**config.mk**
```make
export PLATFORM = sky130hd
export DESIGN_NAME = wb_arbiter
export DESIGN_NICKNAME = d
export VERILOG_FILES = /design/src/rtl/ecap5_dproc_pkg.sv /design/src/rtl/wb_arbiter.sv
export SDC_FILE = /design/constraint.sdc
export NUM_CORES = 1
export LEC_CHECK = 0
export CORE_AREA = 10 10 103 105
export DETAILED_ROUTE_END_ITERATION = 6
export DIE_AREA = 0 0 113 115
export GPL_TIMING_DRIVEN = 0
export PLACE_DENSITY_LB_ADDON = 0.2
export REMOVE_ABC_BUFFERS = 1
export SLEW_MARGIN = 25
export SYNTH_ARGS = -nofsm -noshare
export SYNTH_HDL_FRONTEND = slang
export SYNTH_SLANG_ARGS = --single-unit
```
**constraint.sdc**
```tcl
create_clock -name clk_i -period 2.5 [get_ports clk_i]
set_clock_uncertainty 0.15 [all_clocks]
set_input_delay 0.375 -clock clk_i [delete_from_list [all_inputs] [get_ports clk_i]]
set_output_delay 0.375 -clock clk_i [all_outputs]
set_load 0.1 [all_outputs]
```
**src/rtl/ecap5_dproc_pkg.sv**
```systemverilog
`default_nettype none
// ============================================================================
//  Module      : ecap5_dproc_pkg
//  Description : Shared types and constants for the core's bus arbiter.
//                arb_state_t  - arbiter state encoding
//                ARB_M0/ARB_M1 - master indices (fetch / loadstore)
//  Revision    : 1.0 - initial release
// ============================================================================
package ecap5_dproc_pkg;

    typedef enum logic [1:0] {
        IDLE     = 2'd0,
        GRANT_M0 = 2'd1,
        GRANT_M1 = 2'd2
    } arb_state_t;

    localparam logic ARB_M0 = 1'b0;
    localparam logic ARB_M1 = 1'b1;

endpackage
`default_nettype wire

```
**src/rtl/wb_arbiter.sv**
```systemverilog
`default_nettype none
// ============================================================================
//  Module      : wb_arbiter
//  Description : Two-master / one-slave Wishbone B4 pipelined arbiter.
//                Master 0 is instruction fetch (read-only), master 1 is the
//                loadstore unit. The bus is granted for a whole cyc period,
//                ties alternate between masters, and the number of accepted
//                but unacknowledged requests is capped at MAX_OUTSTANDING.
//  Ports       : clk_i, rst_i        - clock, synchronous active-high reset
//                m0_wb_*             - fetch master side (slave interface)
//                m1_wb_*             - loadstore master side (slave interface)
//                wb_*                - shared external bus (master interface)
//  Revision    : 1.0 - initial release
// ============================================================================
module wb_arbiter
    import ecap5_dproc_pkg::*;
#(
    parameter int MAX_OUTSTANDING = 4
)(
    input  logic        clk_i,
    input  logic        rst_i,

    input  logic [31:0] m0_wb_adr_i,
    output logic [31:0] m0_wb_dat_o,
    input  logic [3:0]  m0_wb_sel_i,
    input  logic        m0_wb_stb_i,
    input  logic        m0_wb_cyc_i,
    output logic        m0_wb_ack_o,
    output logic        m0_wb_stall_o,

    input  logic [31:0] m1_wb_adr_i,
    input  logic [31:0] m1_wb_dat_i,
    output logic [31:0] m1_wb_dat_o,
    input  logic        m1_wb_we_i,
    input  logic [3:0]  m1_wb_sel_i,
    input  logic        m1_wb_stb_i,
    input  logic        m1_wb_cyc_i,
    output logic        m1_wb_ack_o,
    output logic        m1_wb_stall_o,

    output logic [31:0] wb_adr_o,
    input  logic [31:0] wb_dat_i,
    output logic [31:0] wb_dat_o,
    output logic        wb_we_o,
    output logic [3:0]  wb_sel_o,
    output logic        wb_stb_o,
    input  logic        wb_ack_i,
    output logic        wb_cyc_o,
    input  logic        wb_stall_i
);

    localparam int                 c_CNT_W   = $clog2(MAX_OUTSTANDING + 1);
    localparam logic [c_CNT_W-1:0] c_CNT_MAX = c_CNT_W'(MAX_OUTSTANDING);

    arb_state_t         state_q;
    arb_state_t         w_state_d;
    logic               last_q;
    logic               w_last_d;
    logic [c_CNT_W-1:0] count_q;
    logic [c_CNT_W-1:0] w_count_d;
    logic [c_CNT_W-1:0] w_count_upd;

    logic w_at_limit;
    logic w_accept;
    logic w_ack_valid;

    // The limit flag comes only from the registered count, so neither
    // wb_stall_i nor wb_ack_i can reach wb_stb_o combinationally.
    assign w_at_limit  = (count_q == c_CNT_MAX);
    assign w_accept    = wb_stb_o & ~wb_stall_i;
    // An ack with nothing outstanding must not underflow the counter.
    assign w_ack_valid = wb_ack_i & (count_q != '0);

    // ------------------------------------------------------------------
    // State register
    // ------------------------------------------------------------------
    always_ff @(posedge clk_i) begin
        if (rst_i) begin
            state_q <= IDLE;
            last_q  <= ARB_M1;      // makes m0 win the first tie after reset
            count_q <= '0;
        end else begin
            state_q <= w_state_d;
            last_q  <= w_last_d;
            count_q <= w_count_d;
        end
    end

    // ------------------------------------------------------------------
    // Next-state logic
    // ------------------------------------------------------------------
    always_comb begin
        w_count_upd = count_q;
        if (w_accept && !w_ack_valid) begin
            w_count_upd = count_q + c_CNT_W'(1);
        end else if (!w_accept && w_ack_valid) begin
            w_count_upd = count_q - c_CNT_W'(1);
        end
    end

    always_comb begin
        w_state_d = state_q;
        w_last_d  = last_q;
        w_count_d = count_q;
        case (state_q)
            IDLE: begin
                w_count_d = '0;
                if (m0_wb_cyc_i && m1_wb_cyc_i) begin
                    // Contention: hand the bus to whoever did not have it last.
                    if (last_q == ARB_M0) begin
                        w_state_d = GRANT_M1;
                        w_last_d  = ARB_M1;
                    end else begin
                        w_state_d = GRANT_M0;
                        w_last_d  = ARB_M0;
                    end
                end else if (m0_wb_cyc_i) begin
                    w_state_d = GRANT_M0;
                    w_last_d  = ARB_M0;
                end else if (m1_wb_cyc_i) begin
                    w_state_d = GRANT_M1;
                    w_last_d  = ARB_M1;
                end
            end
            GRANT_M0: begin
                if (!m0_wb_cyc_i) begin
                    // Cycle ended: anything still in flight is abandoned.
                    w_state_d = IDLE;
                    w_count_d = '0;
                end else begin
                    w_count_d = w_count_upd;
                end
            end
            GRANT_M1: begin
                if (!m1_wb_cyc_i) begin
                    w_state_d = IDLE;
                    w_count_d = '0;
                end else begin
                    w_count_d = w_count_upd;
                end
            end
            default: begin
                w_state_d = IDLE;
                w_count_d = '0;
            end
        endcase
    end

    // ------------------------------------------------------------------
    // Output mux
    // ------------------------------------------------------------------
    always_comb begin
        wb_adr_o      = '0;
        wb_dat_o      = '0;
        wb_we_o       = 1'b0;
        wb_sel_o      = '0;
        wb_stb_o      = 1'b0;
        wb_cyc_o      = 1'b0;
        m0_wb_dat_o   = '0;
        m0_wb_ack_o   = 1'b0;
        m0_wb_stall_o = 1'b1;
        m1_wb_dat_o   = '0;
        m1_wb_ack_o   = 1'b0;
        m1_wb_stall_o = 1'b1;
        case (state_q)
            GRANT_M0: begin
                // Fetch is read-only: wb_dat_o / wb_we_o stay at 0.
                wb_adr_o      = m0_wb_adr_i;
                wb_sel_o      = m0_wb_sel_i;
                wb_cyc_o      = m0_wb_cyc_i;
                wb_stb_o      = m0_wb_stb_i & m0_wb_cyc_i & ~w_at_limit;
                m0_wb_dat_o   = wb_dat_i;
                m0_wb_ack_o   = wb_ack_i & m0_wb_cyc_i;
                m0_wb_stall_o = wb_stall_i | w_at_limit;
            end
            GRANT_M1: begin
                wb_adr_o      = m1_wb_adr_i;
                wb_dat_o      = m1_wb_dat_i;
                wb_we_o       = m1_wb_we_i;
                wb_sel_o      = m1_wb_sel_i;
                wb_cyc_o      = m1_wb_cyc_i;
                wb_stb_o      = m1_wb_stb_i & m1_wb_cyc_i & ~w_at_limit;
                m1_wb_dat_o   = wb_dat_i;
                m1_wb_ack_o   = wb_ack_i & m1_wb_cyc_i;
                m1_wb_stall_o = wb_stall_i | w_at_limit;
            end
            default: begin
            end
        endcase
    end

endmodule
`default_nettype wire
```
==> results_dict.tcl <==
set metrics [dict create \
    yosys-top-cells-area "and2_1 35%, a22oi_1 16%, nor2b_1 14%" \
    ys_async_sr_fraction_pct 0 \
    ys_ff_latch 6 \
    worstReg2RegStart "state_q[0]" \
    worstPathArrival_ps 1900 \
    gr-usage-all-layers_pct 20.3 \
    io_pins 284 \
    viasPerCell 4.50 \
    vias 2860 \
    criticalPathCategory "register to primary output" \
    synth-seq-area-share_pct 6.95 \
    vdd_drop_max_v 0.000257 \
    drive_gt1_share_pct 30.0 \
    synth_edf_count 0 \
    clk_pin_slew_ps 40 \
    hp-class "register to register" \
    io_buffers 283 \
    syn_to_final_growth_pct 158 \
    grt_max_degree 55 \
    place_ws_ps -1240 \
    cp-start-kind "register" \
    synth_warnings 0 \
    power_leakage_uw 0.00198 \
    hold_path.startpoint "last_q" \
    firstDrtPassIters 4 \
    hold_viol 0 \
    clock-sinks 6 \
    syn_area_um2 1730 \
    outcome "finished clean" \
    post-synth-top-count-cell "and2_1" \
    holdPathStages 1 \
    overflow 0 \
    htreeDepth 1 \
    cp_data_required_time_ps 1980 \
    gp_congestion 0.826 \
    drt-total-wl_um 14800 \
    min_period_over_period_pct 96.9 \
    ant_nets 0 \
    hpwl_um 11900 \
    cts_buffer_depth 2 \
    grt_pass1_wl_um 20400 \
    rows 34 \
    max_freq_mhz 413 \
    antenna_found_initial 1 \
    dr.first_iter.drc_count 156 \
    cap_viol_max_count 0 \
    avgRoutedWirePerCell_um 23.2 \
    grt_pass1_vias 2896 \
    ys.flop_type "dfxtp_1" \
    synth.distinct_cells 28 \
    dieArea_um2 13000 \
    start_util_pct 20.2 \
    core_um2 8550 \
    synth_cells 256 \
    post-route-util_pct 52.2 \
    avgSynthCellArea_um2 6.75 \
    cts-buffers-inserted 3 \
    nets 681 \
    final-setup-viol-count 0 \
    synth_largest_area_cell "and2_1" \
    fp.dieW_um 113 \
    yosysTopAreaCellShare_pct 35.5 \
    insertion_delay_ps 220 \
    hold_end "last_q" \
    drcViolationCount 0 \
    cts_tree "built" \
    cp-end-kind "primary output" \
    worstMarginPinSlew_ps 578 \
    r2r_slack_ps 220 \
    die-height_um 115 \
    cp_max_fo 20 \
    slew_headroom_pct 61.7 \
    cts_root_buf "clkbuf_8" \
    final_max_slew_viol_count 0 \
    fin_ws_ps 76.5 \
    min_period_ps 2420 \
    synthTopCellsByCount "98 x and2_1, 38 x nor2b_1, 37 x a22oi_1" \
    reg2reg_to "count_q[2]" \
    power_density_nw_per_um2 494 \
    reg2regPathDepth 7 \
    holdBufCountCts 0 \
]
## state kept, by name, indices dropped and copies added, names as in the netlist
| name | flops |
|---|---|
| last_q | 1 |
| state_q | 2 |
| count_q | 3 |
## cell usage in the layout, fill, tap and decap left out, types with 2 or more instances in the layout
cell | netlist | routed
buf_12 | 0 | 2
inv_1 | 5 | 4
a21boi_0 | 2 | 2
nor2b_1 | 38 | 38
a211o_1 | 2 | 2
clkbuf_4 | 0 | 6
ha_1 | 7 | 3
nor2_1 | 4 | 4
a21oi_1 | 6 | 6
and2_1 | 98 | 98
nor3_1 | 2 | 2
ha_4 | 0 | 4
clkbuf_8 | 0 | 3
o21ai_1 | 2 | 2
and3_1 | 5 | 5
nand2_1 | 5 | 5
clkdlybuf4s50_1 | 0 | 144
dfxtp_1 | 6 | 6
buf_8 | 0 | 2
nand2b_1 | 2 | 2
mux2i_1 | 3 | 3
buf_6 | 0 | 7
buf_4 | 1 | 74
clkdlybuf4s15_2 | 0 | 16
buf_2 | 0 | 37
a22oi_1 | 37 | 37
## stage by stage
step                setup TNS (ps)  instances  total power [uW]  area (um2)  hold WS, ps
global route                 -11.4        636              2290        4460          412
CTS                           -117        631              2180        4480          360
global placement           -218240        624              2020        4610          340
detailed placement          -76510        626              2050        4660          351
floorplan                   -63550        233              1420        1640          294
finish                           0        636              2200        4460          366
## power by group
part	leakage, uW	switching, uW	total (uW)	internal (uW)
Sequential	0.0000490	8.58	111	102
Combinational	0.00191	1380	1940	559
Clock	0.0000216	46.6	150	104
## per-layer routing
layer  wire, um  vias to the layer above  GRT usage, %
met5          0                        -             0
met3       1770                        6          10.6
li1           -                     1408             -
met1       5160                     1293          20.3
met2       7730                      153          37.6
met4         88                        0          2.96
## worst max-delay path: stages (launching register included)
cell	delay (ps)
dfxtp_1	440
inv_1	160
ha_4	380
buf_8	190
nor2b_1	180
buf_4	310
## cell type report
cell class | instances | area [um2]
Fill cell | 880 | 4090
Timing Repair Buffer | 291 | 2600
Multi-Input combinational cell | 222 | 1550
Tap cell | 108 | 135
Sequential cell | 6 | 120
Clock buffer | 3 | 41.3
Inverter | 5 | 18.8
Antenna cell | 1 | 2.50
## worst max path at each step
stage	startpoint	end	depth (start not counted)
floorplan	state_q[1]	wb_adr_o[0]	4
global placement	state_q[1]	wb_cyc_o	5
detailed placement	state_q[0]	wb_stb_o	5
CTS	state_q[0]	wb_stb_o	5
global route	state_q[1]	wb_adr_o[29]	5
finish	state_q[1]	wb_adr_o[16]	5
## kinds of logic (layout without fill, tap and decap cells)
| group | Yosys count | after routing | synth area share [%] |
|---|---|---|---|
| adders and majority gates | 7 | 7 | 5.07 |
| buffers and inverters | 28 | 299 | 6.30 |
| and+or+nand+nor | 158 | 158 | 56.5 |
| muxes | 4 | 4 | 2.61 |
| DFF | 6 | 6 | 6.95 |
| other | 0 | 1 | 0 |
| AOI/OAI and AO/OA | 53 | 53 | 22.6 |
## what timing repair did
item,4_1_cts,5_1_grt
resized for setup,689,78
setup buffers,2,3
endpoints found under the setup margin,142,123
gates cloned,0,1
pin swaps,1,1
Power figures use the tool's default switching activity.
